==> src/rtl/run_control_pkg.sv <==
// Shared types for the EDiC debug run/halt controller: FSM states and halt-cause codes.
package run_control_pkg;

  typedef enum logic [1:0] {
    ST_HALTED = 2'd0,
    ST_RUN    = 2'd1,
    ST_STEP   = 2'd2
  } state_e;

  localparam logic [1:0] CAUSE_NONE   = 2'd0;
  localparam logic [1:0] CAUSE_STEP   = 2'd1;
  localparam logic [1:0] CAUSE_BP     = 2'd2;
  localparam logic [1:0] CAUSE_MANUAL = 2'd3;

endpackage

==> src/rtl/button_debounce.sv <==
// Raw push-button conditioning: 2-flop synchroniser, stable-level debounce counter and
// a one-cycle pulse when a new pressed level is accepted.
module button_debounce
  import run_control_pkg::*;
#(
  parameter int DEBOUNCE_CYCLES = 50000
) (
  input  logic clk_i,
  input  logic rst_i,
  input  logic btn_i,
  output logic pulse_o
);

  localparam int CNT_W = (DEBOUNCE_CYCLES > 1) ? $clog2(DEBOUNCE_CYCLES) : 1;
  localparam logic [CNT_W-1:0] CNT_MAX = CNT_W'(DEBOUNCE_CYCLES - 1);

  logic             sync1_q, sync2_q;
  logic             level_q, level_d;
  logic [CNT_W-1:0] cnt_q, cnt_d;
  logic             pulse_q, pulse_d;

  // Counter measures how long the synchronised input has disagreed with the accepted level.
  always_comb begin
    level_d = level_q;
    cnt_d   = '0;
    pulse_d = 1'b0;
    if (sync2_q != level_q) begin
      if (cnt_q == CNT_MAX) begin
        level_d = sync2_q;
        pulse_d = sync2_q;
      end else begin
        cnt_d = cnt_q + 1'b1;
      end
    end
  end

  always_ff @(posedge clk_i or posedge rst_i) begin
    if (rst_i) begin
      sync1_q <= 1'b0;
      sync2_q <= 1'b0;
      level_q <= 1'b0;
      cnt_q   <= '0;
      pulse_q <= 1'b0;
    end else begin
      sync1_q <= btn_i;
      sync2_q <= sync1_q;
      level_q <= level_d;
      cnt_q   <= cnt_d;
      pulse_q <= pulse_d;
    end
  end

  assign pulse_o = pulse_q;

endmodule

==> src/rtl/run_control.sv <==
// Debug run/halt controller: drives the CPU halt from panel buttons/switches, breakpoint
// channels and the instruction-finished pulse; reports halt cause and counts run cycles.
module run_control
  import run_control_pkg::*;
#(
  parameter int DEBOUNCE_CYCLES = 50000,
  parameter int NUM_BP          = 4,
  parameter int STEP_W          = 8
) (
  input  logic                                          i_clk,
  input  logic                                          i_reset,
  input  logic                                          i_btnStep,
  input  logic                                          i_btnRun,
  input  logic                                          i_swInstrNCycle,
  input  logic                                          i_swStepNRun,
  input  logic [STEP_W-1:0]                             i_stepCount,
  input  logic [NUM_BP-1:0]                             i_bpEnable,
  input  logic [NUM_BP-1:0]                             i_bpHit,
  input  logic                                          i_instrFinished,
  output logic                                          o_halt,
  output logic [1:0]                                    o_haltCause,
  output logic [((NUM_BP > 1) ? $clog2(NUM_BP) : 1)-1:0] o_bpIndex,
  output logic                                          o_stepBusy,
  output logic [31:0]                                   o_cycleCount
);

  localparam int BPI_W = (NUM_BP > 1) ? $clog2(NUM_BP) : 1;

  logic              stepPulse, runPulse;
  logic              swInstr1_q, swInstr2_q, swStep1_q, swStep2_q;
  state_e            state_q, state_d;
  logic [STEP_W-1:0] remain_q, remain_d;
  logic              unitInstr_q, unitInstr_d;
  logic              mask_q, mask_d;
  logic [1:0]        cause_q, cause_d;
  logic [BPI_W-1:0]  bpIdx_q, bpIdx_d;
  logic [31:0]       cycCnt_q, cycCnt_d;

  logic [NUM_BP-1:0] hitVec;
  logic              hitAny;
  logic [BPI_W-1:0]  hitIdx;
  logic [STEP_W-1:0] stepLoad;
  logic              stepDec;

  button_debounce #(.DEBOUNCE_CYCLES(DEBOUNCE_CYCLES)) u_dbStep (
    .clk_i(i_clk), .rst_i(i_reset), .btn_i(i_btnStep), .pulse_o(stepPulse)
  );

  button_debounce #(.DEBOUNCE_CYCLES(DEBOUNCE_CYCLES)) u_dbRun (
    .clk_i(i_clk), .rst_i(i_reset), .btn_i(i_btnRun), .pulse_o(runPulse)
  );

  assign hitVec   = i_bpHit & i_bpEnable;
  // The mask lets the CPU move off a breakpointed address on the first resumed cycle.
  assign hitAny   = (|hitVec) && !mask_q;
  assign stepLoad = (i_stepCount == '0) ? STEP_W'(1) : i_stepCount;
  assign stepDec  = !unitInstr_q || i_instrFinished;

  always_comb begin
    hitIdx = '0;
    for (int i = NUM_BP - 1; i >= 0; i--) begin
      if (hitVec[i]) hitIdx = BPI_W'(i);
    end
  end

  always_comb begin
    state_d     = state_q;
    remain_d    = remain_q;
    unitInstr_d = unitInstr_q;
    mask_d      = 1'b0;
    cause_d     = cause_q;
    bpIdx_d     = bpIdx_q;
    cycCnt_d    = cycCnt_q;
    if (state_q != ST_HALTED) cycCnt_d = cycCnt_q + 32'd1;
    case (state_q)
      ST_HALTED: begin
        if (swStep2_q && stepPulse) begin
          state_d     = ST_STEP;
          remain_d    = stepLoad;
          unitInstr_d = swInstr2_q;
          mask_d      = 1'b1;
        end else if (!swStep2_q && runPulse) begin
          state_d = ST_RUN;
          mask_d  = 1'b1;
        end
      end
      ST_RUN: begin
        if (hitAny) begin
          state_d = ST_HALTED;
          cause_d = CAUSE_BP;
          bpIdx_d = hitIdx;
        end else if (swStep2_q) begin
          state_d = ST_HALTED;
          cause_d = CAUSE_MANUAL;
        end
      end
      ST_STEP: begin
        if (hitAny) begin
          state_d = ST_HALTED;
          cause_d = CAUSE_BP;
          bpIdx_d = hitIdx;
        end else if (stepDec) begin
          if (remain_q == STEP_W'(1)) begin
            state_d = ST_HALTED;
            cause_d = CAUSE_STEP;
          end
          remain_d = remain_q - 1'b1;
        end
      end
      default: state_d = ST_HALTED;
    endcase
  end

  always_ff @(posedge i_clk or posedge i_reset) begin
    if (i_reset) begin
      swInstr1_q  <= 1'b0;
      swInstr2_q  <= 1'b0;
      swStep1_q   <= 1'b0;
      swStep2_q   <= 1'b0;
      state_q     <= ST_HALTED;
      remain_q    <= '0;
      unitInstr_q <= 1'b0;
      mask_q      <= 1'b0;
      cause_q     <= CAUSE_NONE;
      bpIdx_q     <= '0;
      cycCnt_q    <= '0;
    end else begin
      swInstr1_q  <= i_swInstrNCycle;
      swInstr2_q  <= swInstr1_q;
      swStep1_q   <= i_swStepNRun;
      swStep2_q   <= swStep1_q;
      state_q     <= state_d;
      remain_q    <= remain_d;
      unitInstr_q <= unitInstr_d;
      mask_q      <= mask_d;
      cause_q     <= cause_d;
      bpIdx_q     <= bpIdx_d;
      cycCnt_q    <= cycCnt_d;
    end
  end

  assign o_halt       = (state_q == ST_HALTED);
  assign o_stepBusy   = (state_q == ST_STEP);
  assign o_haltCause  = cause_q;
  assign o_bpIndex    = bpIdx_q;
  assign o_cycleCount = cycCnt_q;

endmodule

==> config.mk <==
export PLATFORM = sky130hd
export DESIGN_NAME = run_control
export DESIGN_NICKNAME = d
export VERILOG_FILES = /design/src/rtl/run_control_pkg.sv /design/src/rtl/button_debounce.sv /design/src/rtl/run_control.sv
export SDC_FILE = /design/constraint.sdc
export NUM_CORES = 1
export LEC_CHECK = 0
export BUFFER_PORTS_ARGS = -buffer_cell sky130_fd_sc_hd__clkbuf_2
export CAP_MARGIN = 20
export CELL_PAD_IN_SITES_DETAIL_PLACEMENT = 0
export CELL_PAD_IN_SITES_GLOBAL_PLACEMENT = 1
export CORE_ASPECT_RATIO = 1.4
export CORE_UTILIZATION = 45
export DETAILED_ROUTE_END_ITERATION = 8
export HOLD_SLACK_MARGIN = 0.06
export PLACE_DENSITY_LB_ADDON = 0.1
export SYNTH_ARGS = -nofsm -noshare
export SYNTH_HDL_FRONTEND = slang
export SYNTH_HIERARCHICAL = 1
export SYNTH_SLANG_ARGS = --single-unit
export TNS_END_PERCENT = 30
==> constraint.sdc <==
create_clock -name i_clk -period 2.6 [get_ports i_clk]
set_input_delay 0.13 -clock i_clk [delete_from_list [all_inputs] [get_ports i_clk]]
set_output_delay 0.13 -clock i_clk [all_outputs]
set_load 0.03 [all_outputs]
# Word-level counts from Yosys, hierarchy flattened
# Index checks and enable logic that the tools add are counted.
[totals]
reg_bits = 92
inputBits = 23
out_inout_bits = 38
wordCells = 95
[classes]
add_sub_neg = 4
n_eq_ne = 14
muxes = 34
bitwise_logic = 1
n_reduce_logical = 21
[ops]
columns = ["cell", "n"]
rows = [
  ["two-way mux 16 bit", 4],
  ["adder 16 x 1 -> 16 bit, second input constant", 2],
  ["adder 32 x 1 -> 32 bit, second input constant", 1],
  ["== test 16 bit, second input constant", 2],
  ["two-way mux 2 bit", 16],
  ["two-way mux 8 bit", 4],
  ["one-hot mux 8 bit (2 select lines)", 1],
  ["AND reduction 4 bit", 3],
  ["inequality test 3 x 1 -> 1 bit, second input constant", 3],
  ["== test 8 x 1 -> 1 bit, second input constant", 1],
  ["logical NOT 8 bit", 1],
  ["AND reduction 2 bit", 4],
  ["subtractor 8 x 1 -> 8 bit, second input constant", 1],
  ["two-way mux 1 bit", 7],
  ["one-hot mux 2 bit (3 select lines)", 1],
  ["nonzero test 2 bit", 3],
  ["AND 4 bit", 1],
  ["inequality test 2 x 1 -> 1 bit, second input constant", 2],
  ["one-hot mux 2 bit (2 select lines)", 1],
  ["OR reduction 4 bit", 1],
  ["logical AND 1 bit", 3],
  ["logical NOT 1 bit", 3],
  ["inequality test 3 bit, second input constant", 1],
  ["== test 2 x 1 -> 1 bit, second input constant", 1],
  ["6 further kinds", 7],
]

# Longest topological paths before layout
[logic_depth]
word_depth = 5
ltp_mapped = 8
mapped_depth_nobuf = 7

# Cells and area by module
# Netlist, hierarchy kept.
[by_module_without_submodules]
columns = ["module", "n_inst", "cells_per_inst", "area_per_inst_um2", "seq_area_each_um2"]
rows = [
  ["run_control", 1, 248, 2611.3, 1301.2],
  ["button_debounce", 2, 89, 927.1, 500.5],
]

# Least setup slack after synthesis
# Ideal clock, no wire load.
[synth_timing]
path_type = "flip-flop to flip-flop"
startpoint = "register state_q[0]"
endpoint = "register cycCnt_q[22], in the netlist o_cycleCount[22]"
setup_time_ps = 133
t_arrival_ps = 1930
t_required_ps = 2467
path_slack_ps = 538
stages_incl_launch_ff = 9
n_path_buf = 1
period_less_slack_ps = 2062
cell_sequence = "dfrtp_1 inv_1 ha_1 and4b_1 and4_4 and3_1 buf_6 nand4_4 xnor2_2"
[synth_via]
elab_chain_cells = 1
[synth_lines]
columns = ["item", "line_no", "rtl"]
rows = [
  ["from (decl)", "run_control.sv:31", "state_e state_q, state_d;"],
  ["from (signal assigned)", "run_control.sv:132", "state_q <= state_d;"],
  ["nonzero test 2 bit", "run_control.sv:74", "if (state_q != ST_HALTED) cycCnt_d = cycCnt_q + 32'd1;"],
  ["to (signal assigned)", "run_control.sv:138", "cycCnt_q <= cycCnt_d;"],
  ["to (decl)", "run_control.sv:37", "logic [31:0] cycCnt_q, cycCnt_d;"],
]
# Every way passes these cells.
# A chain may end at the register's enable or synchronous reset.

# Final worst setup path
[layout_timing]
startpoint = "register state_q[0]"
endpoint = "register cycCnt_q[30], in the netlist o_cycleCount[30]"
# The elaborated chain is that of the path after synthesis.

==> flow_summary.yaml <==
run_status:
  status: "finished, final reports clean"
cts:
  root_buffer: "clkbuf_16"
  cts_setup_buffers: 0
  clk_latency_ns: 0.33
  cts_buffers: 9
  path_clk_slew_ns: 0.07
  cts_resized: 0
  cts.sinks: 92
  cts.path.max_buffers: 2
  tritoncts: "built"
  htreeDepth: 3
timing:
  max_slew_margin_pct: 49.0
  finalHoldViolCount: 0
  tightestPinTransition_ns: 0.764
  fin_crit_sh_pct: 84.5
  timing.hold.ws_ns: 0.113
  finalSetupViolCount: 0
  finalWorstSetupSlack_ns: 0.402
  period_needed_ns: 2.20
  fin_tns_setup_ns: 0
  fmax_ghz: 0.455
  rsz0062_at_grt: "no"
  finalMaxSlewViolations: 0
  finalClockSkew_ns: 0.00661
synthesis:
  async_flop_share_pct: 100
  synth_cells: 426
  syn_area_um2: 4470
  synth_commonest_cells: "dfrtp_1 (92), nor2_1 (40), xnor2_1 (40), nand2_1 (34)"
  ys_seq_area_share_pct: 51.6
  yosysWarnings: 6
  synth_top_cell_by_area: "dfrtp_1"
  yosysMostFrequentCell: "dfrtp_1"
  ys_seq_elements: 92
  synthTopCellsByArea: "dfrtp_1 (52%), xnor2_1 (7.8%), nor2_1 (3.4%)"
  yosys.area.top_type_share_pct: 51.6
  synth_nets: 457
  syn_avg_cell_area_um2: 10.5
  synth_ff_type: "dfrtp_1"
  ys_types: 52
  synth-edff-count: 0
setup_path:
  worstPathCellList: "inv_1 -> ha_1 -> and4b_1 -> and4_4 -> and3_1 -> nand3_1 -> xnor2_1"
  critical_path_buf_inv_count: 1
  worstPathMaxFanout: 8
  crit_required_ns: 2.81
  cp_data_arrival_time_ns: 2.41
  critPathLaunchType: "flop"
  cp_slowest_cell: "and3_1"
  crit_type: "flop to flop"
  cp_top_family: "simple AND/OR/NAND/NOR gates"
  cp_slowest_stage_delay_ns: 0.40
  critPathCaptureType: "flop"
placed_design:
  io_buffers: 60
  hpwlAfterDp_mm: 6.37
  gp_congestion: 0.839
  dp.cells: 614
  placed_area_um2: 4910
  post-place-ws_ns: 0.377
finish:
  nets: 529
  fin_cells: 634
  stdcell_area_um2: 5250
  regArea_um2: 2300
  drive_gt1_share_pct: 19.5
  antennaDiodeCount: 0
  multiInputGateArea_um2: 2040
  n_fill_cell: 890
  fin_util_pct: 54.8
  synthToLayoutAreaGrowth_pct: 17.5
routing:
  route.detailed.drc: 0
  vias: 3335
  drtIter0Drc: 117
  dr.pass1.iters: 4
  wl_per_cell_um: 14.0
  via_per_inst: 5.26
  ant_nets: 0
  wirelength_mm: 8.90
global_route:
  grtUsageTotal_pct: 18.8
  grt_pass1_wl_mm: 15.1
  antenna_found_initial: 0
  grt_max_degree: 27
  grt_pass1_vias: 3249
  overflow: 0
floorplanning:
  rows: 42
  die_x_um: 86.2
  start_util_pct: 46.7
  die_h_um: 120
  die-area_um2: 10300
  core_um2: 9560
  io_pins: 61
power_and_ir_drop:
  ir_drop_mv: 0.340
  p_leak_nw: 2.39
  fin_total_pwr_mw: 3.56
  p_per_area_nw_per_um2: 679
hold_path:
  hold_path_class: "input port to flop"
run:
  maxCapViolations: 0
state kept, by name (all words and copies together), names as in the netlist, 2 cells and up:
name	flops
o_cycleCount	32
u_dbRun/cnt_q	16
u_dbStep/cnt_q	16
remain_q	8
o_bpIndex	2
o_haltCause	2
state_q	2
final timing paths:
check                                          startpoint                      endpoint  slack (ns)  cells after the start
max in group asynchronous                         i_reset  o_cycleCount[25]$_DFFE_PP0N_        1.55                      4
worst max-delay path               state_q[0]$_DFFE_PP0P_  o_cycleCount[30]$_DFFE_PP0N_        0.40                      7
worst min-delay path                       i_stepCount[5]       remain_q[5]$_DFFE_PP0P_        0.11                      3
worst min register to register  u_dbRun/sync1_q$_DFF_PP0_     u_dbRun/sync2_q$_DFF_PP0_        0.35                      0
min in group asynchronous                         i_reset              mask_q$_DFF_PP0_        0.42                      3
worst max register to register     state_q[0]$_DFFE_PP0P_  o_cycleCount[30]$_DFFE_PP0N_        0.40                      7
metal layers:
| layer | GRT usage [%] | vias up | part of all wire [%] |
|---|---|---|---|
| li1 | - | 1650 | - |
| met1 | 24.2 | 1618 | 45 |
| met2 | 29.6 | 55 | 50 |
| met3 | 4.61 | 12 | 2.8 |
| met4 | 8.75 | 0 | 2.0 |
| met5 | 0 | - | 0 |
final cells by class:
class	instances	area share [%]
well taps	132	3.15
inverters	21	1.50
multi-input cells	306	38.9
clock buffers	13	4.77
clock inverters	2	0.668
flip-flops and latches	92	43.9
repair buffers	68	7.11
worst min-delay path, cell delays in order:
cell	delay, ns
clkbuf_2	0.09
o32ai_1	0.10
a2bb2oi_1	0.08
cell families (layout without fill, tap and decap cells):
family,count (synthesis),in the layout,synth area share (%)
buffers and inverters,28,104,2.75
xor gates and xnor gates,55,55,11.0
AOI/OAI and AO/OA,60,60,8.77
muxes,5,5,1.26
and+or+nand+nor,178,178,22.5
DFF,92,92,51.6
adders and majority gates,8,8,2.24
where the power goes:
| group | total, mW | switching, mW | leakage, nW | internal (mW) |
|---|---|---|---|---|
| clock | 1.27 | 0.504 | 0.140 | 0.766 |
| sequential | 1.71 | 0.152 | 1.24 | 1.56 |
| combinational | 0.580 | 0.365 | 1.01 | 0.215 |
cell usage in the layout, fill, tap and decap left out, types with 8 or more instances in the layout:
| master | netlist | layout |
|---|---|---|
| and3_1 | 12 | 12 |
| nor3_1 | 12 | 12 |
| ha_1 | 8 | 8 |
| dfrtp_1 | 92 | 92 |
| o21ai_0 | 11 | 11 |
| nor2_1 | 40 | 40 |
| xor2_1 | 14 | 14 |
| xnor2_1 | 40 | 40 |
| a21oi_1 | 21 | 21 |
| nand2_1 | 34 | 34 |
| nand4_1 | 14 | 14 |
| clkbuf_2 | 0 | 60 |
| inv_1 | 20 | 19 |
| nand3_1 | 21 | 21 |
| clkbuf_16 | 0 | 9 |
repair_timing:
| action | 4_1_cts | 5_1_grt |
|---|---|---|
| endpoints found under the hold margin | 68 | 0 |
| endpoints found under the setup margin | 0 | 0 |
| hold buffers | 5 | 0 |
Power figures use the tool's default switching activity.
